<file path="src/rtl/fetch_unit.sv">
// Instruction fetch stage: credit-limited request/grant fetch, in-order response FIFO,
// valid/ready handoff to decode, and redirect handling that drops stale in-flight words.
module fetch_unit #(
    parameter logic [31:0] RESET_PC   = 32'h0000_0000,
    parameter int          FIFO_DEPTH = 4
) (
    input  logic        i_clk,
    input  logic        i_rst,
    output logic        o_imem_req,
    output logic [31:0] o_imem_addr,
    input  logic        i_imem_gnt,
    input  logic        i_imem_rvalid,
    input  logic [31:0] i_imem_rdata,
    input  logic        i_redirect,
    input  logic [31:0] i_redirect_pc,
    output logic        o_instr_valid,
    input  logic        i_instr_ready,
    output logic [31:0] o_instr,
    output logic [31:0] o_pc,
    output logic [6:0]  o_opcode,
    output logic [2:0]  o_funct3,
    output logic [6:0]  o_funct7
);

    localparam int AW = $clog2(FIFO_DEPTH);
    localparam int CW = AW + 1;
    localparam logic [0:0] ST_BOOT = 1'b0;
    localparam logic [0:0] ST_RUN  = 1'b1;
    localparam logic [CW:0]   DEPTH_W = FIFO_DEPTH[CW:0];
    localparam logic [CW-1:0] ZERO_C  = {CW{1'b0}};

    logic [0:0]    state_r;
    logic [31:0]   fetch_pc_r;
    logic [31:0]   resp_pc_r;
    logic [CW-1:0] outstanding_r;
    logic [CW-1:0] count_r;
    logic [CW-1:0] drop_r;
    logic [AW-1:0] head_r;
    logic [AW-1:0] tail_r;
    logic [31:0]   pc_mem_r    [FIFO_DEPTH];
    logic [31:0]   instr_mem_r [FIFO_DEPTH];

    logic [CW:0]   credit_s;
    logic          req_s;
    logic          grant_s;
    logic          push_s;
    logic          pop_s;
    logic          valid_s;
    logic [31:0]   redirect_pc_s;
    logic [31:0]   head_instr_s;
    logic [31:0]   head_pc_s;
    logic [CW-1:0] grant_c_s;
    logic [CW-1:0] rvalid_c_s;
    logic [CW-1:0] push_c_s;
    logic [CW-1:0] pop_c_s;

    // Handshake qualifiers; a redirect masks request, push and pop in its cycle.
    always_comb begin
        credit_s      = {1'b0, outstanding_r} + {1'b0, count_r};
        valid_s       = (count_r != ZERO_C);
        req_s         = (state_r == ST_RUN) && (credit_s < DEPTH_W) && !i_redirect;
        grant_s       = req_s && i_imem_gnt;
        push_s        = i_imem_rvalid && (drop_r == ZERO_C) && !i_redirect;
        pop_s         = valid_s && i_instr_ready && !i_redirect;
        redirect_pc_s = {i_redirect_pc[31:2], 2'b00};
        grant_c_s     = {{AW{1'b0}}, grant_s};
        rvalid_c_s    = {{AW{1'b0}}, i_imem_rvalid};
        push_c_s      = {{AW{1'b0}}, push_s};
        pop_c_s       = {{AW{1'b0}}, pop_s};
        head_instr_s  = valid_s ? instr_mem_r[head_r] : 32'h0000_0000;
        head_pc_s     = valid_s ? pc_mem_r[head_r]    : 32'h0000_0000;
    end

    // Control state: FSM, PCs, credit counters and FIFO pointers.
    always_ff @(posedge i_clk or posedge i_rst) begin
        if (i_rst) begin
            state_r       <= ST_BOOT;
            fetch_pc_r    <= RESET_PC;
            resp_pc_r     <= RESET_PC;
            outstanding_r <= ZERO_C;
            count_r       <= ZERO_C;
            drop_r        <= ZERO_C;
            head_r        <= {AW{1'b0}};
            tail_r        <= {AW{1'b0}};
        end else begin
            state_r       <= ST_RUN;
            outstanding_r <= outstanding_r + grant_c_s - rvalid_c_s;
            if (i_redirect) begin
                fetch_pc_r <= redirect_pc_s;
                resp_pc_r  <= redirect_pc_s;
                count_r    <= ZERO_C;
                drop_r     <= outstanding_r - rvalid_c_s;
                head_r     <= {AW{1'b0}};
                tail_r     <= {AW{1'b0}};
            end else begin
                if (grant_s) begin
                    fetch_pc_r <= fetch_pc_r + 32'd4;
                end
                if (push_s) begin
                    resp_pc_r <= resp_pc_r + 32'd4;
                    tail_r    <= tail_r + {{(AW-1){1'b0}}, 1'b1};
                end
                if (pop_s) begin
                    head_r <= head_r + {{(AW-1){1'b0}}, 1'b1};
                end
                // Stale words are those granted before the redirect; they arrive first.
                if (i_imem_rvalid && (drop_r != ZERO_C)) begin
                    drop_r <= drop_r - {{AW{1'b0}}, 1'b1};
                end
                count_r <= count_r + push_c_s - pop_c_s;
            end
        end
    end

    // FIFO storage; contents are only observed through the count-qualified head.
    always_ff @(posedge i_clk) begin
        if (push_s) begin
            pc_mem_r[tail_r]    <= resp_pc_r;
            instr_mem_r[tail_r] <= i_imem_rdata;
        end
    end

    assign o_imem_req    = req_s;
    assign o_imem_addr   = fetch_pc_r;
    assign o_instr_valid = valid_s;
    assign o_instr       = head_instr_s;
    assign o_pc          = head_pc_s;
    assign o_opcode      = head_instr_s[6:0];
    assign o_funct3      = head_instr_s[14:12];
    assign o_funct7      = head_instr_s[31:25];

endmodule
</file>
<file path="config.mk">
export PLATFORM = sky130hd
export DESIGN_NAME = fetch_unit
export DESIGN_NICKNAME = d
export VERILOG_FILES = /design/src/rtl/fetch_unit.sv
export SDC_FILE = /design/constraint.sdc
export NUM_CORES = 1
export LEC_CHECK = 0
export CAP_MARGIN = 0
export CORE_MARGIN = 4
export CORE_UTILIZATION = 59
export CTS_CLUSTER_DIAMETER = 200
export CTS_CLUSTER_SIZE = 10
export DETAILED_ROUTE_END_ITERATION = 10
export GPL_ROUTABILITY_DRIVEN = 0
export PLACE_DENSITY = 0.85
export SYNTH_ARGS = -nofsm -noshare
export SYNTH_HDL_FRONTEND = slang
export SYNTH_SLANG_ARGS = --single-unit
</file>
<file path="constraint.sdc">
create_clock -name i_clk -period 9.1 [get_ports i_clk]
set_clock_uncertainty 0.15 [all_clocks]
set_input_delay 1.365 -clock i_clk [delete_from_list [all_inputs] [get_ports i_clk]]
set_output_delay 1.365 -clock i_clk [all_outputs]
set_load 0.01 [all_outputs]
</file>
==> flow_metrics.tcl, run 1 <==
set metrics [dict create \
    synth_compound_area_share_pct 2.93 \
    drt-pass1-iter-count 5 \
    cts_resized 0 \
    cts_tree "built" \
    p_comb_share_pct 26.2 \
    synth_common_cells "edfxtp_1, dfrtp_1, and2_1, mux4_2, nand2_1" \
    ant_nets 0 \
    worstPathMaxFanout 33 \
    grt_pass1_vias 8236 \
    seqCellArea_sq_um 9300 \
    fp.dieArea_sq_um 25900 \
    async_flop_share_pct 23.0 \
    n_fill_cell 1441 \
    grt_max_degree 75 \
    synthFlopType "edfxtp_1" \
    status "finished clean" \
    setup_viol 0 \
    syn_to_final_growth_pct 21.9 \
    synth_xor_area_share_pct 3.30 \
    worstSetupEndpointType "output pin" \
    grt_pass1_wl_mm 45.4 \
    synth-edff-count 248 \
    multi_input_area_sq_um 4150 \
    hold_viol_final 0 \
    reg2reg_to "count_r[2]$_DFF_PP0_" \
    min_from "outstanding_r[0]$_DFF_PP0_" \
    met1_usage_pct 31.9 \
    crit_path_start "head_r[0]$_DFFE_PP0P_" \
    holdPathEnd "outstanding_r[0]$_DFF_PP0_" \
    synthMuxAreaShare_pct 11.1 \
    grtUsageMet2_pct 35.6 \
    row_count 55 \
    antenna_found_initial 1 \
    p_int_uw 3120 \
    hold_buffers 0 \
    synth_top_family_by_area "multiplexers" \
    layout_min_cycle_time_ns 4.86 \
    r2r_cells 10 \
    clk_pin_slew_worst_paths_ns 0.06 \
    p_clk_share_pct 31.3 \
    grt_use_total_pct 22.1 \
    yosys.cell_count.top_type "edfxtp_1" \
    overflow 0 \
    critPathTopFamily "buffers and inverters" \
    viasPerCell 5.88 \
    final_cells 1358 \
    synth_top_area_share_pct 53.9 \
    dp.cells 1304 \
    numCtsBuffers 38 \
    fin_tns_setup_ns 0 \
    h-tree-depth 2 \
    yosys_warnings 0 \
    cp.required_ns 7.59 \
    hp-class "reg -> reg" \
    post_cts_buffers 0 \
    fin_crit_sh_pct 53.4 \
    totalWireLength_mm 28.4 \
    drive_above_1_share_pct 14.9 \
    root_buffer "clkbuf_16" \
    dpl.hpwl_mm 17.3 \
    ys_types 55 \
    initial_utilization_pct 60.4 \
    core_area_sq_um 22800 \
    die_w_microns 161 \
    rrSetupSlack_ns 5.93 \
    pre_cts_ws_ns 4.65 \
    io_buffers 178 \
    synthesis.area_sq_um 13800 \
    fin_util_pct 73.7 \
    synth_area_leader_cell "edfxtp_1" \
    holdPathStages 1 \
    drt_iter0_drc 625 \
    maxCapViolations 0 \
    setup_ws_ns 4.24 \
    r2r-start "count_r[1]$_DFF_PP0_" \
    cp_slowest_cell "dfrtp_4" \
    max_stage_delay_ns 0.85 \
    cts.sinks 322 \
    switchingPower_uw 1130 \
    clk_path_buf_depth 3 \
    worst_pin_slew_ns 1.07 \
    synth_area_leaders "edfxtp_1, dfrtp_1, mux4_2" \
    path_class "reg -> out" \
    num_vias 7984 \
    drc 0 \
    syn_area_per_cell_sq_um 16.1 \
    timing.slew.headroom_pct 28.9 \
    fmax_mhz 206 \
    top_usage_layer "met2" \
    routedWlPerCell_microns 20.9 \
    crit_buf_inv 2 \
    design.portCount 185 \
    die_y_microns 161 \
    clk-insertion-delay-late_ns 0.50 \
    power_density_nw_per_um2 252 \
    leakage_uw 0.00578 \
    synth.ff_latch_count 322 \
    synth_fa_ha_area_share_pct 1.74 \
    post_dp_cell_area_sq_um 15800 \
    cp.arrival_ns 3.34 \
    start_kind "flip-flop" \
    crit_path_cell_trace "buf_4 -> mux4_2 -> and2_1 -> clkdlybuf4s50_1" \
    syn_inst 857 \
    finalMaxSlewViolations 0 \
    vdd_drop_max_mv 0.108 \
    synth_simple_gate_area_share_pct 10.8 \
    switching_share_pct 26.5 \
    nNetsFinal 1119 \
    rsz0062_at_grt "false" \
    seqPwrFrac_pct 42.5 \
    seq_area_frac_synth_pct 67.3 \
    final_area_sq_um 16800 \
    gr-usage-met3_pct 4.64 \
    num_antenna_cells 0 \
]
==> per-layer routing <==
metal  vias up  routed length (microns)
li1       3559                        -
met1      4012                    11800
met2       366                    13800
met3        45                     2330
met4         2                      411
met5         -                       13
==> logic make-up (layout without fill, tap and decap cells) <==
| family | Yosys count | after routing |
|---|---|---|
| AO/OA/AOI/OAI | 62 | 62 |
| XOR/XNOR | 52 | 52 |
| adder cells (fa/ha/maj) | 18 | 18 |
| buffers and inverters | 74 | 259 |
| flip-flops | 322 | 322 |
| multiplexers | 75 | 75 |
| other | 2 | 5 |
| AND/OR/NAND/NOR | 252 | 252 |
==> power groups by stage <==
stage | Sequential [uW] | Clock [uW] | Combinational, uW
2_1_floorplan | 1780 | 0 | 696
3_3_place_gp | 1830 | 0 | 1100
3_5_place_dp | 1830 | 0 | 1130
4_1_cts | 1800 | 1360 | 1140
5_1_grt | 1820 | 1420 | 1210
6_report | 1800 | 1330 | 1110
==> state kept, by name, summed over array words and instances (netlist names) <==
signal         cells
resp_pc_r         30
head_r             2
state_r            1
pc_mem_r         120
drop_r             3
outstanding_r      3
count_r            3
instr_mem_r      128
tail_r             2
o_imem_addr       30
==> cell usage in the layout (no fill, tap or decap), types with 4 or more instances in the layout <==
cell               n
nor4_1             4
mux2i_1            4
and2_2             4
nor4_2             4
clkbuf_1          12
nand3_1           30
o21ai_0           26
xor2_1            36
clkbuf_16         41
mux4_2            62
o211ai_1          10
and3_1             7
nand2b_1           7
conb_1             5
ha_1              16
and2_1            66
nor2_1            28
a21boi_0          11
edfxtp_1         248
dfrtp_1           72
nor3_1             5
mux2_2             9
nand4_1           16
nand2_1           51
xnor2_1           16
inv_1             15
a21oi_1            5
clkdlybuf4s50_1  177
nand3_2            4
buf_4              9
==> worst register-to-register path, delay by kind of cell (launching register included) <==
kind | cells | cell delay, ns
flops | 1 | 0.44
buf+inv | 2 | 0.10
fa+ha+maj | 3 | 0.81
xor+xnor | 1 | 0.18
simple gates | 4 | 1.35
==> layout make-up <==
cell class	instances	share of cell area [%]
clock inverters	1	0.0520
multi-input cells	464	24.6
inverters	18	0.416
repair buffers	187	11.0
well taps	313	2.33
clock buffers	53	6.36
flip-flops and latches	322	55.3
==> how the worst max path moves through the flow <==
stage | to | slack (ns) | cells after the start
6_report | o_funct7[6] | 4.24 | 4
5_1_grt | o_instr[0] | 3.95 | 4
4_1_cts | o_funct7[6] | 4.13 | 4
3_5_place_dp | o_imem_req | 4.65 | 5
3_3_place_gp | o_imem_req | 4.65 | 5
2_1_floorplan | instr_mem_r[0][0]$_DFFE_PP_ | 5.08 | 4
==> metrics by stage <==
step / hold WS, ns / total power (uW)
after floorplan: 0.339 / 2470
final: 0.387 / 4250
after global routing: 0.407 / 4450
after CTS: 0.391 / 4300
after detailed placement: 0.382 / 2960
after global placement: 0.370 / 2930
Power figures use the tool's default switching activity.
==> run 2: changes to the inputs <==
--- a/config.mk
+++ b/config.mk
@@ -7,12 +7,12 @@
 export LEC_CHECK = 0
 export CAP_MARGIN = 0
 export CORE_MARGIN = 4
-export CORE_UTILIZATION = 59
+export CORE_UTILIZATION = 55
 export CTS_CLUSTER_DIAMETER = 200
 export CTS_CLUSTER_SIZE = 10
 export DETAILED_ROUTE_END_ITERATION = 10
 export GPL_ROUTABILITY_DRIVEN = 0
-export PLACE_DENSITY = 0.85
+export PLACE_DENSITY = 0.8
 export SYNTH_ARGS = -nofsm -noshare
 export SYNTH_HDL_FRONTEND = slang
 export SYNTH_SLANG_ARGS = --single-unit
==> constraint.sdc (replaced) <==
create_clock -name i_clk -period 4.5 [get_ports i_clk]
set_clock_uncertainty 0.15 [all_clocks]
set_input_delay 0.675 -clock i_clk [delete_from_list [all_inputs] [get_ports i_clk]]
set_output_delay 0.675 -clock i_clk [all_outputs]
set_load 0.01 [all_outputs]
==> run 2 against run 1 <==
Compared with the run above: design area increased by 0.84%; first-iteration DRC count decreased by 2.6%; non-clock buffer count increased by 7; routed wire length decreased by 0.53%; critical path depth unchanged; sequential cell count unchanged; sequential share of layout area decreased by 0.46 points; sequential power increased by 100%; cell count increased by 1.3%; worst hold slack got worse by 0.00095 ns; worst setup slack got worse by 3.4 ns; clock-buffer cell count unchanged; critical endpoint is now o_pc[21]; largest power group unchanged.
==> flow_metrics.tcl, run 2 (synthesis results as in run 1) <==
set metrics [dict create \
    timing.slew.headroom_pct 30.5 \
    post_cts_buffers 0 \
    die_w_microns 166 \
    path_depth 4 \
    ant_nets 0 \
    syn_to_final_growth_pct 23.0 \
    n_fill_cell 1621 \
    routedWlPerCell_microns 20.5 \
    cp.arrival_ns 2.79 \
    seqPwrFrac_pct 42.1 \
    hold_viol_final 0 \
    largest_reg_flops 128 \
    numCtsBuffers 38 \
    root_buffer "clkbuf_16" \
    grt_pass1_vias 8138 \
    h-tree-depth 2 \
    initial_utilization_pct 56.3 \
    cts_tree "built" \
    row_count 57 \
    grt_use_total_pct 20.5 \
    drt-pass1-iter-count 5 \
    switching_share_pct 26.3 \
    seqCellArea_sq_um 9300 \
    start_kind "flip-flop" \
    top_register "instr_mem_r" \
    p_int_uw 6340 \
    critPathTopFamily "buffers and inverters" \
    nNetsFinal 1126 \
    viasPerCell 5.75 \
    status "finished clean" \
    fin_crit_sh_pct 80.3 \
    multi_input_area_sq_um 4150 \
    top_regs "instr_mem_r x128, pc_mem_r x120" \
    cts_resized 0 \
    r2r_cells 10 \
    cp_slowest_cell "dfrtp_4" \
    num_vias 7913 \
    worst_pin_slew_ns 1.04 \
    layout_commonest_cell "edfxtp_1" \
    grt_pass1_wl_mm 45.6 \
    worstSetupEndpointType "output pin" \
    num_antenna_cells 0 \
    switchingPower_uw 2270 \
    path_class "reg -> out" \
    core_area_sq_um 24500 \
    drt_iter0_drc 609 \
    io_buffers 178 \
    final_cells 1376 \
    layout_min_cycle_time_ns 3.61 \
    final_cell_mix "edfxtp_1, clkdlybuf4s50_1, dfrtp_1" \
    clk_pin_slew_worst_paths_ns 0.06 \
    vdd_drop_max_mv 0.252 \
    leakage_uw 0.00584 \
    design.portCount 185 \
    die_y_microns 166 \
    finalMaxSlewViolations 0 \
    power_density_nw_per_um2 507 \
    drive_above_1_share_pct 15.5 \
    fp.dieArea_sq_um 27700 \
    dpl.hpwl_mm 18.7 \
    dp.cells 1322 \
    crit_buf_inv 2 \
    antenna_found_initial 0 \
    holdPathStages 1 \
    hold_buffers 0 \
    setup_viol 0 \
    totalWireLength_mm 28.2 \
    fin_tns_setup_ns 0 \
    p_clk_share_pct 31.3 \
    fmax_mhz 277 \
    clk-insertion-delay-late_ns 0.51 \
    rsz0062_at_grt "false" \
    clk_path_buf_depth 3 \
    worstPathMaxFanout 20 \
    rrSetupSlack_ns 1.36 \
    grt_max_degree 66 \
    cp.required_ns 3.67 \
    hp-class "reg -> reg" \
    crit_path_cell_trace "buf_4 -> mux4_2 -> and2_1 -> clkdlybuf4s50_1" \
    p_comb_share_pct 26.6 \
    max_stage_delay_ns 0.68 \
    drc 0 \
    overflow 0 \
    maxCapViolations 0 \
    cts.sinks 322 \
]
==> run 2: cell types whose count changed in the layout (fill, tap and decap cells not counted), sizes merged <==
cell	delta
buf	+7
==> run 2: final timing paths <==
path / startpoint / end
hold reg to reg: outstanding_r[0]$_DFF_PP0_ / outstanding_r[0]$_DFF_PP0_
min in group asynchronous: i_rst / o_imem_addr[7]$_DFFE_PP0P_
hold / removal: outstanding_r[0]$_DFF_PP0_ / outstanding_r[0]$_DFF_PP0_
setup reg to reg: count_r[1]$_DFF_PP0_ / count_r[2]$_DFF_PP0_
setup / recovery: head_r[0]$_DFFE_PP0P_ / o_pc[21]
max in group asynchronous: i_rst / resp_pc_r[15]$_DFFE_PP0N_
==> run 2: per-stage QoR <==
step	area, sq um	utilization, %	hold slack (ns)	setup WS, ns	power [uW]
final	17000	69.2	0.386	0.885	8600
after global routing	17000	69.2	0.439	0.706	9020
after CTS	17000	69.2	0.390	0.799	8710
after detailed placement	15900	64.8	0.377	1.21	6010
after global placement	15900	64.8	0.376	1.21	5960
after floorplan	13800	-	0.339	1.17	5000
==> run 2: routing by layer <==
metal  track usage (%)  vias to the layer above  wire (microns)
met1              29.9                     3979           12300
li1                  -                     3572               -
met5                 0                        -               0
met4              4.38                        0             417
met2              32.9                      322           13400
met3              4.17                       40            2120
==> run 2: power by group through the flow <==
stage | clock network (uW) | registers, uW | logic (uW)
2_1_floorplan | 0 | 3590 | 1410
3_3_place_gp | 0 | 3670 | 2290
3_5_place_dp | 0 | 3680 | 2330
4_1_cts | 2750 | 3620 | 2340
5_1_grt | 2880 | 3650 | 2490
6_report | 2690 | 3620 | 2290
==> run 2: final cells by class <==
type                            count  area share, %
Multi-Input combinational cell    464           24.4
Inverter                           18          0.413
Tap cell                          324           2.39
Timing Repair Buffer              194           11.6
Clock inverter                      1         0.0516
Sequential cell                   322           54.8
Clock buffer                       53           6.31
==> run 2: worst register-to-register path, cell delays in order, from the launching register on <==
cell	delay [ns]
dfrtp_1	0.44
or3_2	0.94
nand2_1	0.30
nor2_1	0.07
ha_1	0.30
inv_1	0.06
ha_1	0.13
inv_1	0.05
fa_1	0.37
xnor2_1	0.16
nor2_1	0.05
==> run 3: changes to the inputs <==
==> constraint.sdc (replaced) <==
create_clock -name i_clk -period 3.48 [get_ports i_clk]
set_clock_uncertainty 0.15 [all_clocks]
set_input_delay 0.522 -clock i_clk [delete_from_list [all_inputs] [get_ports i_clk]]
set_output_delay 0.522 -clock i_clk [all_outputs]
set_load 0.01 [all_outputs]
==> run 3 against run 2 <==
Compared with the run above: via count is 1.8% higher; clock power increased by 29%; cell count increased by 0.58%; design area up 0.17%; utilization up 0.12 points; register-to-register slack got worse by 0.96 ns; global-route usage up 0.31 points; sequential cell count did not move; worst hold slack lost 0.21 ns; die area is the same; first-iteration DRC count up 13%; highest routed layer unchanged.
==> flow_metrics.tcl, run 3 (synthesis results as in run 1) <==
set metrics [dict create \
    power_density_nw_per_um2 658 \
    vdd_drop_max_mv 0.337 \
    fmax_mhz 303 \
    grt_pass1_wl_mm 46.2 \
    ant_nets 0 \
    clk_pin_slew_worst_paths_ns 0.05 \
    n_fill_cell 1622 \
    clk_path_buf_depth 3 \
    p_comb_share_pct 27.4 \
    seqCellArea_sq_um 9300 \
    worst_pin_slew_ns 0.808 \
    syn_to_final_growth_pct 23.2 \
    maxCapViolations 0 \
    cts_resized 0 \
    grt_pass1_vias 8238 \
    cp.arrival_ns 2.63 \
    root_buffer "clkbuf_16" \
    drt_iter0_drc 687 \
    top_regs "instr_mem_r x128, pc_mem_r x120" \
    hold_viol_final 0 \
    initial_utilization_pct 56.3 \
    layout_commonest_cell "edfxtp_1" \
    p_int_uw 8190 \
    routedWlPerCell_microns 20.9 \
    clk-insertion-delay-late_ns 0.51 \
    top_register "instr_mem_r" \
    numCtsBuffers 38 \
    dp.cells 1322 \
    finalMaxSlewViolations 0 \
    totalWireLength_mm 28.9 \
    final_area_sq_um 17000 \
    final_cells 1384 \
    h-tree-depth 2 \
    fin_util_pct 69.3 \
    worstSetupEndpointType "output pin" \
    cts_tree "built" \
    grt_use_total_pct 20.9 \
    hp-class "in -> reg" \
    switching_share_pct 26.8 \
    overflow 0 \
    fp.dieArea_sq_um 27700 \
    p_clk_share_pct 30.9 \
    io_buffers 178 \
    setup_ws_ns 0.182 \
    design.portCount 185 \
    layout_min_cycle_time_ns 3.30 \
    setup_viol 0 \
    drt-pass1-iter-count 5 \
    cp.required_ns 2.81 \
    multi_input_area_sq_um 4150 \
    post_dp_cell_area_sq_um 15900 \
    row_count 57 \
    switchingPower_uw 2990 \
    core_area_sq_um 24500 \
    fin_crit_sh_pct 94.8 \
    num_antenna_cells 0 \
    worstPathMaxFanout 27 \
    cts.sinks 322 \
    leakage_uw 0.00584 \
    die_w_microns 166 \
    path_class "reg -> out" \
    timing.slew.headroom_pct 46.0 \
    dpl.hpwl_mm 18.1 \
    seqPwrFrac_pct 41.7 \
    drive_above_1_share_pct 15.4 \
    status "finished clean" \
    num_vias 8059 \
    largest_reg_flops 128 \
    nNetsFinal 1127 \
    rsz0062_at_grt "false" \
    die_y_microns 166 \
    final_cell_mix "edfxtp_1, clkdlybuf4s50_1, dfrtp_1" \
    start_kind "flip-flop" \
    drc 0 \
    pre_cts_ws_ns 0.436 \
    antenna_found_initial 0 \
    hold_buffers 0 \
    viasPerCell 5.82 \
    fin_tns_setup_ns 0 \
    grt_max_degree 63 \
]
## run 3: cell count changes in the layout (fill, tap and decap cells not counted), sizes merged
cell | previous run | this run
clkbuf | 53 | 59
buf | 17 | 18
inv | 19 | 20
## run 3: layout make-up
type / instances / area share, %
sequential: 322 / 54.7
multi-input combinational: 464 / 24.4
timing repair buffer: 195 / 11.8
clock buffer: 59 / 6.18
tap: 324 / 2.38
inverter: 18 / 0.412
clock inverter: 2 / 0.103
## run 3: timing repair
item                       CTS  global route
setup endpoints to repair    3             0
hold endpoints to repair     0             0
setup buffers                1             0
## run 3: worst max-delay path, stage by stage (launching register included)
cell and delay [ns]:
dfrtp_4 0.60, buf_12 0.29, mux4_2 0.57, and2_1 0.17, clkdlybuf4s50_1 0.47
## run 3: worst paths after layout
path,startpoint,end,slack [ns],cells past startpoint
max,head_r[0]$_DFFE_PP0P_,o_pc[15],0.18,4
min,i_redirect,tail_r[0]$_DFFE_PP0N_,0.17,2
max reg2reg,outstanding_r[2]$_DFF_PP0_,outstanding_r[2]$_DFF_PP0_,0.40,10
min reg2reg,outstanding_r[0]$_DFF_PP0_,outstanding_r[0]$_DFF_PP0_,0.39,1
max in group asynchronous,i_rst,resp_pc_r[21]$_DFFE_PP0N_,2.21,3
min in group asynchronous,i_rst,o_imem_addr[7]$_DFFE_PP0P_,0.28,2
## run 3: metal layers
layer	vias to the layer above	global-route usage, %	wire, microns
met5	-	0	0
met4	0	5.16	527
met3	40	4.10	2220
met2	376	32.5	13600
met1	4055	31.0	12600
li1	3588	-	-
## run 3: power groups by stage
stage                     Combinational, uW  Sequential (uW)  Clock [uW]
after floorplan                        1820             4640           0
after global placement                 2990             4740           0
after detailed placement               3060             4750           0
after CTS                              3130             4660        3540
after global routing                   3320             4690        3730
final                                  3070             4660        3460
## run 3: stage by stage
step	total power [uW]	hold WS [ns]
floorplan	6460	0.339
global route	11700	0.164
CTS	11300	0.142
finish	11200	0.174
global placement	7730	0.383
detailed placement	7800	0.384
